`src/rtl/freq_sweep_sequencer.sv`:
```
// freq_sweep_sequencer: steps the generator's 3-bit freq_select through a
// programmed sweep (hold, up, down, ping-pong). Each level is held for a
// programmable dwell. The sweep runs for a programmable number of passes,
// and the generator is held in reset whenever no sweep is running.
//
// Optional build macro: SWEEP_STATUS_EN exports the completed-pass counter
// as the pass_cnt output.
//
// Ports:
//   clk          system clock, rising edge
//   reset        asynchronous active-low reset
//   start        begin a sweep (accepted only in IDLE, and only with abort low)
//   abort        stop the sweep on the next edge, with no done pulse
//   mode         00 hold, 01 up, 10 down, 11 ping-pong (latched at start)
//   sel_lo       lower level bound (latched at start)
//   sel_hi       upper level bound (latched at start)
//   dwell        cycles per level, 0 behaves as 1 (latched at start)
//   loops        number of passes, 0 = run until abort (latched at start)
//   freq_select  level driven to the generator
//   gen_reset    active-high generator reset, high whenever not in RUN
//   busy         high while in RUN
//   done         one-cycle pulse after the final pass
//   step_strobe  one-cycle pulse on every cycle a new level is applied
//   pass_cnt     completed passes, saturating (SWEEP_STATUS_EN only)
module freq_sweep_sequencer #(
  parameter int unsigned DWELL_W = 16,
  parameter int unsigned LOOP_W  = 8
) (
  input  logic               clk,
  input  logic               reset,
  input  logic               start,
  input  logic               abort,
  input  logic [1:0]         mode,
  input  logic [2:0]         sel_lo,
  input  logic [2:0]         sel_hi,
  input  logic [DWELL_W-1:0] dwell,
  input  logic [LOOP_W-1:0]  loops,
  output logic [2:0]         freq_select,
  output logic               gen_reset,
  output logic               busy,
  output logic               done,
  output logic               step_strobe
`ifdef SWEEP_STATUS_EN
  ,
  output logic [LOOP_W-1:0]  pass_cnt
`endif
);

  typedef enum logic [1:0] {S_IDLE, S_RUN, S_DONE} state_t;

  localparam logic [1:0] M_HOLD = 2'b00;
  localparam logic [1:0] M_UP   = 2'b01;
  localparam logic [1:0] M_DOWN = 2'b10;

  state_t             state;
  logic [1:0]         mode_q;
  logic [2:0]         lo_q, hi_q;
  logic [DWELL_W-1:0] dwell_m1_q, dwell_cnt;
  logic [LOOP_W-1:0]  loops_q, pass_q;
  logic               dir_up;

  logic [2:0]         cfg_lo, cfg_hi, cfg_first, pass_first, step_level;
  logic [DWELL_W-1:0] cfg_dwell_m1;
  logic [LOOP_W-1:0]  pass_inc;
  logic               pass_end, next_dir, last_pass;

  // Normalise the configuration presented at start.
  always_comb begin
    cfg_lo       = (sel_lo > sel_hi) ? sel_hi : sel_lo;
    cfg_hi       = (sel_lo > sel_hi) ? sel_lo : sel_hi;
    cfg_first    = (mode == M_DOWN) ? cfg_hi : cfg_lo;
    cfg_dwell_m1 = (dwell == '0) ? '0 : dwell - DWELL_W'(1);
  end

  // Next level within the pass, and whether the current level ends the pass.
  always_comb begin
    step_level = freq_select;
    next_dir   = dir_up;
    pass_end   = 1'b1;
    pass_first = (mode_q == M_DOWN) ? hi_q : lo_q;
    case (mode_q)
      M_HOLD: pass_end = 1'b1;
      M_UP: begin
        step_level = freq_select + 3'd1;
        pass_end   = (freq_select == hi_q);
      end
      M_DOWN: begin
        step_level = freq_select - 3'd1;
        pass_end   = (freq_select == lo_q);
      end
      default: begin
        // Ping-pong: climb to hi, then descend; the pass ends just before
        // the descent would revisit lo.
        if (dir_up && (freq_select != hi_q)) begin
          step_level = freq_select + 3'd1;
        end else begin
          step_level = freq_select - 3'd1;
          next_dir   = 1'b0;
        end
        pass_end = (hi_q == lo_q) || (step_level == lo_q);
      end
    endcase
    pass_inc  = (&pass_q) ? pass_q : pass_q + LOOP_W'(1);
    last_pass = (loops_q != '0) && (pass_inc == loops_q);
  end

  // Sequencer state and registered outputs.
  always_ff @(posedge clk or negedge reset) begin
    if (!reset) begin
      state       <= S_IDLE;
      mode_q      <= '0;
      lo_q        <= '0;
      hi_q        <= '0;
      dwell_m1_q  <= '0;
      dwell_cnt   <= '0;
      loops_q     <= '0;
      pass_q      <= '0;
      dir_up      <= 1'b1;
      freq_select <= '0;
      gen_reset   <= 1'b1;
      busy        <= 1'b0;
      done        <= 1'b0;
      step_strobe <= 1'b0;
    end else begin
      case (state)
        S_IDLE: begin
          done        <= 1'b0;
          step_strobe <= 1'b0;
          if (start && !abort) begin
            state       <= S_RUN;
            mode_q      <= mode;
            lo_q        <= cfg_lo;
            hi_q        <= cfg_hi;
            dwell_m1_q  <= cfg_dwell_m1;
            loops_q     <= loops;
            pass_q      <= '0;
            dwell_cnt   <= '0;
            dir_up      <= 1'b1;
            freq_select <= cfg_first;
            step_strobe <= 1'b1;
            busy        <= 1'b1;
            gen_reset   <= 1'b0;
          end
        end
        S_RUN: begin
          if (abort) begin
            state       <= S_IDLE;
            busy        <= 1'b0;
            gen_reset   <= 1'b1;
            step_strobe <= 1'b0;
          end else if (dwell_cnt == dwell_m1_q) begin
            dwell_cnt <= '0;
            if (pass_end) begin
              pass_q <= pass_inc;
              if (last_pass) begin
                state       <= S_DONE;
                done        <= 1'b1;
                busy        <= 1'b0;
                gen_reset   <= 1'b1;
                step_strobe <= 1'b0;
              end else begin
                freq_select <= pass_first;
                dir_up      <= 1'b1;
                step_strobe <= 1'b1;
              end
            end else begin
              freq_select <= step_level;
              dir_up      <= next_dir;
              step_strobe <= 1'b1;
            end
          end else begin
            dwell_cnt   <= dwell_cnt + DWELL_W'(1);
            step_strobe <= 1'b0;
          end
        end
        S_DONE: begin
          done  <= 1'b0;
          state <= S_IDLE;
        end
        default: state <= S_IDLE;
      endcase
    end
  end

`ifdef SWEEP_STATUS_EN
  assign pass_cnt = pass_q;
`endif

endmodule

```
`config.mk`:
```
export PLATFORM = sky130hd
export DESIGN_NAME = freq_sweep_sequencer
export DESIGN_NICKNAME = d
export VERILOG_FILES = /design/src/rtl/freq_sweep_sequencer.sv
export SDC_FILE = /design/constraint.sdc
export NUM_CORES = 1
export LEC_CHECK = 0
export CAP_MARGIN = 15
export CORE_MARGIN = 8
export CORE_UTILIZATION = 52
export DETAILED_ROUTE_END_ITERATION = 7
export HOLD_SLACK_MARGIN = 0.08
export PLACE_DENSITY = 0.77
export SLEW_MARGIN = 5
export SYNTH_ARGS = -nofsm -noshare
export SYNTH_HDL_FRONTEND = slang
export SYNTH_SLANG_ARGS = --single-unit
export TNS_END_PERCENT = 30
```
`constraint.sdc`:
```
create_clock -name clk -period 2.65 [get_ports clk]
set_clock_uncertainty 0.1 [all_clocks]
set_input_delay 0.53 -clock clk [delete_from_list [all_inputs] [get_ports clk]]
set_output_delay 0.53 -clock clk [all_outputs]
set_load 0.005 [all_outputs]
```
# After elaboration in Yosys (flattened, before gate mapping)
# Index checks and enable logic that the tools add are counted.
totals:
  regBits: 66
  input_bits: 36
  output_inout_bits: 7
  wordCells: 124
op_classes:
  n_addsub: 5
  order_cmp: 1
  n_eq_ne: 24
  mux: 58
  n_reduce_logical: 22
ops:
  columns: ["cell", "n"]
  rows:
  - ["2-to-1 mux 16 bit", 4]
  - ["2-to-1 mux 8 bit", 5]
  - ["2-to-1 mux 3 bit", 11]
  - ["one-hot mux 16 bit (2 select lines)", 1]
  - ["2-to-1 mux 1 bit", 22]
  - ["inequality test 3 bit, second input constant", 7]
  - ["adder 16 x 1 -> 16 bit, second input constant", 1]
  - ["equality test 16 bit", 1]
  - ["zero test 16 bit", 1]
  - ["one-hot mux 8 bit (2 select lines)", 1]
  - ["subtractor 16 x 1 -> 16 bit, second input constant", 1]
  - ["AND reduction 5 bit", 3]
  - ["equality test 3 bit", 4]
  - ["2-to-1 mux 2 bit", 5]
  - ["inequality test 2 bit, second input constant", 5]
  - ["one-hot mux 1 bit (2 select lines)", 5]
  - ["one-hot mux 3 bit (3 select lines)", 1]
  - ["adder 8 x 1 -> 8 bit, second input constant", 1]
  - ["equality test 8 bit", 1]
  - ["AND reduction 8 bit", 1]
  - ["nonzero test 8 bit", 1]
  - ["AND reduction 7 bit", 1]
  - ["equality test 2 bit, second input constant", 3]
  - ["one-hot mux 3 bit (2 select lines)", 1]
  - ["18 further kinds", 23]

# Depth between registers and ports, before layout
# Gate-level depths: netlist (run 1).
depth:
  word_depth: 11
  depth_mapped: 11
  ltp_nobuf: 9

# Worst setup path after synthesis (run 1)
# No wires, ideal clock.
synth_timing:
  path_kind: "register to register"
  from: "register freq_select[0]"
  to: "register freq_select[2]"
  setup_time_ns: 0.128
  t_arrival_ns: 2.495
  required_time_ns: 2.422
  slack_ns: -0.073
  path_stages_with_launch: 11
  n_path_buf: 1
  synth_period_minus_slack_ns: 2.723
  cell_sequence: "dfrtp_1 -> buf_6 -> inv_1 -> ha_1 -> xor2_1 -> or4_1 -> a31oi_1 -> nor3_4 -> a311o_2 -> a22oi_1 -> mux2i_1"
synth_between:
  elab_chain_cells: 11
  elab_cells_between_ends: 19
  cone_classes: "add/sub: 2; eq/ne: 6; mux: 8; reduce/logical: 3"
synth_lines:
  columns: ["element", "line_no", "source"]
  rows:
  - ["from (decl)", "38", "output logic [2:0] freq_select,"]
  - ["from (signal assigned)", "139", "freq_select <= cfg_first;"]
  - ["from (signal assigned)", "162", "freq_select <= pass_first;"]
  - ["from (signal assigned)", "167", "freq_select <= step_level;"]
  - ["parallel branches: the longest is 11 deep, another holds subtractor 3 x 1 -> 3 bit", null, null]
# Parallel ways; which one is timed is not known. The select of a mux whose other input is x is not followed.
# A chain may end at the register's enable or synchronous reset.

# Worst setup path in the final report (run 1)
layout_timing:
  from: "register freq_select[0]"
  to: "register pass_q[0]"
layout_between:
  elab_chain_cells: 9
  elab_cells_between_ends: 13
  cone_classes: "add/sub: 2; eq/ne: 5; mux: 3; reduce/logical: 3"
layout_lines:
  columns: ["element", "line_no", "source"]
  rows:
  - ["parallel branches: the longest is 6 deep, another holds subtractor 3 x 1 -> 3 bit", null, null]
  - ["one-hot mux 1 bit (3 select lines) *", "81", "case (mode_q)"]
  - ["inequality test 2 bit (no line) *", null, null]
  - ["AND reduction 5 bit (no line) *", null, null]
  - ["to (signal assigned)", "154", "pass_q <= pass_inc;"]
  - ["to (decl)", "59", "logic [LOOP_W-1:0] loops_q, pass_q;"]
# Every way passes the cells marked *. The select of a mux whose other input is x is not followed.

==> flow_summary.toml, run 1 <==
[outcome]
status = "finished, final reports clean"

[clock_tree]
holdBufCountCts = 0
cts_tree = "built"
numClockSinks = 66
root_buffer = "clkbuf_8"
insertion_delay_ps = 340
clockBufferDepth = 2
path_clk_slew_ps = 80
htree_levels = 3
cts_buffers = 9

[global_routing]
grt_overflow = 0
grt_use_total_pct = 20.0
grt_max_degree = 41
antenna_found_initial = 0
grt_pass1_wl_mm = 18.9
grt_pass1_vias = 4083

[floorplanning]
dieArea_um2 = 11700
die_w_um = 108
start_util_pct = 53.6
core_um2 = 8220
row_count = 33
ios = 43
die_y_um = 108

[place]
dp_hpwl_mm = 8.62
port_buffers = 42
globalplace.congestion = 0.908
dp_slack_ps = -342

[yosys]
synthMuxAreaShare_pct = 3.72
synth-edff-count = 0
yosysMostFrequentCell = "nand2_1"
synthFlopType = "dfrtp_1"
synth_common_cells = "nand2_1, dfrtp_1, xnor2_1"
synth_top_family_by_area = "simple AND/OR/NAND/NOR gates"
synthCells = 494
yosys.area_share.simple_pct = 20.1
synth_area_leader_cell = "dfrtp_1"
ys_ff_latch = 66
syn_nets = 542
ys_async_sr_fraction_pct = 100
synth_area_um2 = 4400
synth_fa_ha_area_share_pct = 3.41
seq_area_frac_synth_pct = 37.6
synth_top_area_share_pct = 36.4
synth_compound_area_share_pct = 19.4
yosysWarnings = 0
avgSynthCellArea_um2 = 8.92
synth-xor-area-share_pct = 10.9
ys_top_cells_by_area = "dfrtp_1, xnor2_1, nand2_1"
ys_types = 68

[setup_path]
arrival_ps = 2740
cp-startpoint = "freq_select[0]$_DFFE_PN0P_"
start_kind = "flop"
required_ps = 2780
reg2reg_slack_ps = 50
cp-endpoint = "pass_q[0]$_DFFE_PN0P_"
crit_path_end_kind = "flop"
ff2ff_path_depth = 10
path_max_fanout = 6
critPathKind = "reg2reg"
timing.rr.start = "freq_select[0]$_DFFE_PN0P_"
reg2reg_to = "pass_q[0]$_DFFE_PN0P_"

[final_layout]
multiInputGateArea_um2 = 2750
drive_above_1_share_pct = 22.9
fin_util_pct = 70.1
syn_to_final_growth_pct = 30.7
final.fill_count = 642
nets = 636
ff_latch_area_um2 = 1660
n_antenna_cell = 0

[timing]
setup_ws_ps = 48.8
worst_pin_slew_ps = 608
hold_viol_final = 0
min_period_ps = 2600
relSlewSlack_pct = 59.5
timing.hold.ws_ps = 93.9
fmax_mhz = 384
setup_viol = 0
drv_slew = 0
min_period_over_period_pct = 98.2

[pwr]
cellPowerDensity_nw_per_um2 = 718
intPower_uw = 2610
seq_power_share_pct = 33.4
peakVddDrop_v = 0.000349
clkPwrFrac_pct = 22.9
p_sw_share_pct = 37.0
combPwrFrac_pct = 43.7
p_total_uw = 4130
p_switching_uw = 1530
total_leakage_power_uw = 0.00245

[job]
maxCapViolCount = 0

[detailed_routing]
routedWlPerCell_um = 16.3
finalWirelength_mm = 11.4
drtIter0Drc = 189
final_antenna_net_count = 0
detail_route.first_pass.iterations = 6
vias = 3996
routed_via_density = 5.72
drc = 0

[worst_hold_path]
holdCritPathClass = "in2async"
[cells by family after synthesis]
family / Yosys count
flops: 66
compound gates: 124
mux: 16
xor+xnor: 55
fa+ha+maj: 12
simple gates: 177
buf+inv: 44
[metal layers]
layer | share of wire (%) | up-vias | GRT usage (%)
met3 | 3.7 | 25 | 2.80
met1 | 43 | 1931 | 24.0
met5 | 0 | - | 0
li1 | - | 1942 | -
met4 | 2.4 | 0 | 8.72
met2 | 51 | 98 | 34.7
[stage by stage]
stage / area [µm²] / cells / TNS, ps
after global routing: 5760 / 698 / -15.7
after detailed placement: 5300 / 676 / -3850
final: 5760 / 698 / 0
after global placement: 5300 / 676 / -2390
after CTS: 5570 / 694 / -3.47
after floorplan: 4420 / 494 / 0
[worst max-delay path, cell delays in order, from the launching register on]
cell and delay, ps:
dfrtp_1 400, inv_2 90, ha_4 210, xor2_2 180, or4_4 440, a31oi_4 210, nor3_4 90, buf_4 160
o21a_4 210, buf_4 160, a32o_1 240
[final cells by class]
type | instances | area share (%)
clock buffers | 11 | 2.46
clock inverters | 5 | 1.35
inverters | 20 | 1.30
multi-input cells | 384 | 47.8
flip-flops and latches | 66 | 28.8
well taps | 105 | 2.28
repair buffers | 107 | 16.0
[cell usage in the layout (no fill, tap or decap), types with 18 or more instances in the layout]
cell type,n
nand2_1,74
dfrtp_1,60
o21ai_1,18
nor2_1,32
xor2_1,19
buf_4,62
a21oi_1,25
clkdlybuf4s50_1,41
xnor2_1,29
o21ai_0,26
[worst min path at each step]
stage / from / end / slack [ps]
finish: reset / dwell_m1_q[3]$_DFFE_PN0P_ / 90
CTS: reset / dwell_m1_q[3]$_DFFE_PN0P_ / 110
global placement: done$_DFFE_PN0P_ / done$_DFFE_PN0P_ / 380
floorplan: reset / busy$_DFFE_PN0P_ / 130
detailed placement: dwell_m1_q[12]$_DFFE_PN0P_ / dwell_m1_q[12]$_DFFE_PN0P_ / 400
global route: reset / dwell_m1_q[3]$_DFFE_PN0P_ / 140
[flip-flops by register name, indices dropped and copies added (netlist names)]
name and cells:
loops_q 8, dwell_cnt 16, lo_q 3, gen_reset 1, freq_select 3, dir_up 1
busy 1, state 2, pass_q 8, hi_q 3, mode_q 2, done 1
dwell_m1_q 16, step_strobe 1
[power groups by stage]
stage               Clock (µW)  Combinational, µW  Sequential, µW
floorplan                    0               1040            1310
global placement             0               1500            1360
detailed placement           0               1550            1370
CTS                        964               1640            1350
global route              1010               1970            1400
finish                     947               1810            1380
[repair_timing]
action	in CTS	in global routing
endpoints found under the setup margin	7	15
resized for setup	8	29
pin swaps	3	7
buffers inserted	2	4
Note: power is estimated with default switching activity, not from simulation.
==> run 2: changes to the inputs <==
--- a/config.mk
+++ b/config.mk
@@ -8,6 +8,7 @@
 export CAP_MARGIN = 15
 export CORE_MARGIN = 8
 export CORE_UTILIZATION = 52
+export CTS_BUF_LIST = sky130_fd_sc_hd__clkbuf_16
 export DETAILED_ROUTE_END_ITERATION = 7
 export HOLD_SLACK_MARGIN = 0.08
 export PLACE_DENSITY = 0.77
==> run 2 against run 1 <==
Net effect:
- cell count decreased by 0.14%
- flip-flop and latch count did not move
- combinational power about the same
- total power rose by 7.3%
- wire length grew 1.2%
- worst setup slack worse by 6.1 ps
- non-clock buffer count is 1 lower
- sequential share of layout area fell by 0.39 points
- clock power grew 32%
- critical path type unchanged
- largest power group unchanged
==> flow_summary.toml, run 2 (synthesized netlist as in run 1, its figures left out) <==
[outcome]
status = "finished, final reports clean"

[timing]
drv_slew = 0
grt_setup_unrepaired = "false"
timing.hold.ws_ps = 115
fin_tns_setup_ps = 0
fmax_mhz = 384
min_period_over_period_pct = 98.4
setup_viol = 0
worst_pin_slew_ps = 614
min_period_ps = 2610
relSlewSlack_pct = 59.1
hold_viol_final = 0

[detailed_routing]
drtIter0Drc = 157
vias = 4038
finalWirelength_mm = 11.5
detail_route.first_pass.iterations = 4
drc = 0
routed_via_density = 5.79
final_antenna_net_count = 0
routedWlPerCell_um = 16.5

[place]
dp.cells = 676
placed_area_um2 = 5300
dp_hpwl_mm = 8.62
port_buffers = 42
globalplace.congestion = 0.908

[floorplanning]
die_w_um = 108
ios = 43
dieArea_um2 = 11700
row_count = 33
die_y_um = 108
start_util_pct = 53.6
core_um2 = 8220

[setup_path]
timing.rr.start = "freq_select[0]$_DFFE_PN0P_"
arrival_ps = 2720
crit_path_end_kind = "flop"
path_max_fanout = 6
reg2reg_to = "pass_q[0]$_DFFE_PN0P_"
required_ps = 2770
reg2reg_slack_ps = 40
start_kind = "flop"
critPathKind = "reg2reg"
ff2ff_path_depth = 10

[global_routing]
grt_pass1_wl_mm = 19.1
antenna_found_initial = 0
grt_use_total_pct = 20.3
grt_overflow = 0
grt_pass1_vias = 4093
grt_max_degree = 41

[pwr]
total_leakage_power_uw = 0.00248
peakVddDrop_v = 0.000344
cellPowerDensity_nw_per_um2 = 759

[clock_tree]
root_buffer = "clkbuf_16"
htree_levels = 3
insertion_delay_ps = 330
cts_tree = "built"
clockBufferDepth = 2
numClockSinks = 66
path_clk_slew_ps = 60
holdBufCountCts = 0
cts_buffers = 9

[final_layout]
n_antenna_cell = 0
final.fill_count = 622
nets = 635
final_area_um2 = 5840
layout_commonest_cell = "nand2_1"
finalNonFillerCells = 697
mostFrequentLayoutCells = "nand2_1, buf_4, dfrtp_1"
fin_util_pct = 71.1
largest_registers = "dwell_cnt (16), dwell_m1_q (16)"
syn_to_final_growth_pct = 32.6
drive_above_1_share_pct = 22.6

[job]
maxCapViolCount = 0

[worst_hold_path]
holdCritPathClass = "in2async"
-- run 2: cell types whose count changed in the layout (fill, tap and decap cells not counted), sizes merged --
cell / delta
clkbuf: -2
buf: -1
clkinv: +1
inv: +1
-- run 2: metrics by stage --
step / setup slack, ps / power [µW]
finish: 42.8 / 4430
global route: 2.20 / 4670
floorplan: 19.6 / 2350
CTS: -1.74 / 4280
detailed placement: -342 / 2920
global placement: -200 / 2850
-- run 2: critical path: stages (launching register included) --
cell and delay [ps]:
dfrtp_1 400, inv_2 90, ha_4 210, xor2_2 180, or4_4 440, a31oi_4 210, nor3_4 90, buf_4 150
o21a_4 210, buf_4 160, a32o_1 240
-- run 2: power by group --
part	total (µW)	internal (µW)	switching [µW]	leakage (µW)
registers	1380	1170	211	0.000839
logic	1810	883	925	0.00149
clock network	1250	813	433	0.000154
total	4430	2870	1570	0.00248
-- run 2: how the worst max path moves through the flow --
stage / from / end / slack, ps / cells past startpoint
floorplan: freq_select[0]$_DFFE_PN0P_ / freq_select[2]$_DFFE_PN0P_ / 20 / 10
detailed placement: sel_hi[1] / freq_select[2]$_DFFE_PN0P_ / -340 / 10
global placement: sel_hi[1] / freq_select[0]$_DFFE_PN0P_ / -200 / 10
CTS: mode_q[0]$_DFFE_PN0P_ / freq_select[1]$_DFFE_PN0P_ / -2 / 10
global route: freq_select[0]$_DFFE_PN0P_ / pass_q[0]$_DFFE_PN0P_ / 2 / 10
finish: freq_select[0]$_DFFE_PN0P_ / pass_q[0]$_DFFE_PN0P_ / 40 / 10
-- run 2: layout make-up --
| cell class | instances | area [µm²] | area share (%) |
|---|---|---|---|
| Tap cell | 105 | 131 | 2.25 |
| Sequential cell | 66 | 1660 | 28.4 |
| Clock buffer | 9 | 225 | 3.86 |
| Multi-Input combinational cell | 384 | 2750 | 47.0 |
| Clock inverter | 7 | 85.1 | 1.46 |
| Timing Repair Buffer | 106 | 916 | 15.7 |
| Inverter | 20 | 75.1 | 1.29 |
-- run 2: what timing repair did --
item                       CTS  global route
setup buffers                2             3
pin swaps                    4             9
gates resized for setup     10            28
setup endpoints to repair    8            15
-- run 2: metal layers --
layer / vias to the layer above / GRT usage, % / wire (µm)
met2: 110 / 35.5 / 5870
met4: 0 / 8.42 / 250
met3: 22 / 2.68 / 440
met5: - / 0 / 0
li1: 1942 / - / -
met1: 1964 / 24.5 / 4970
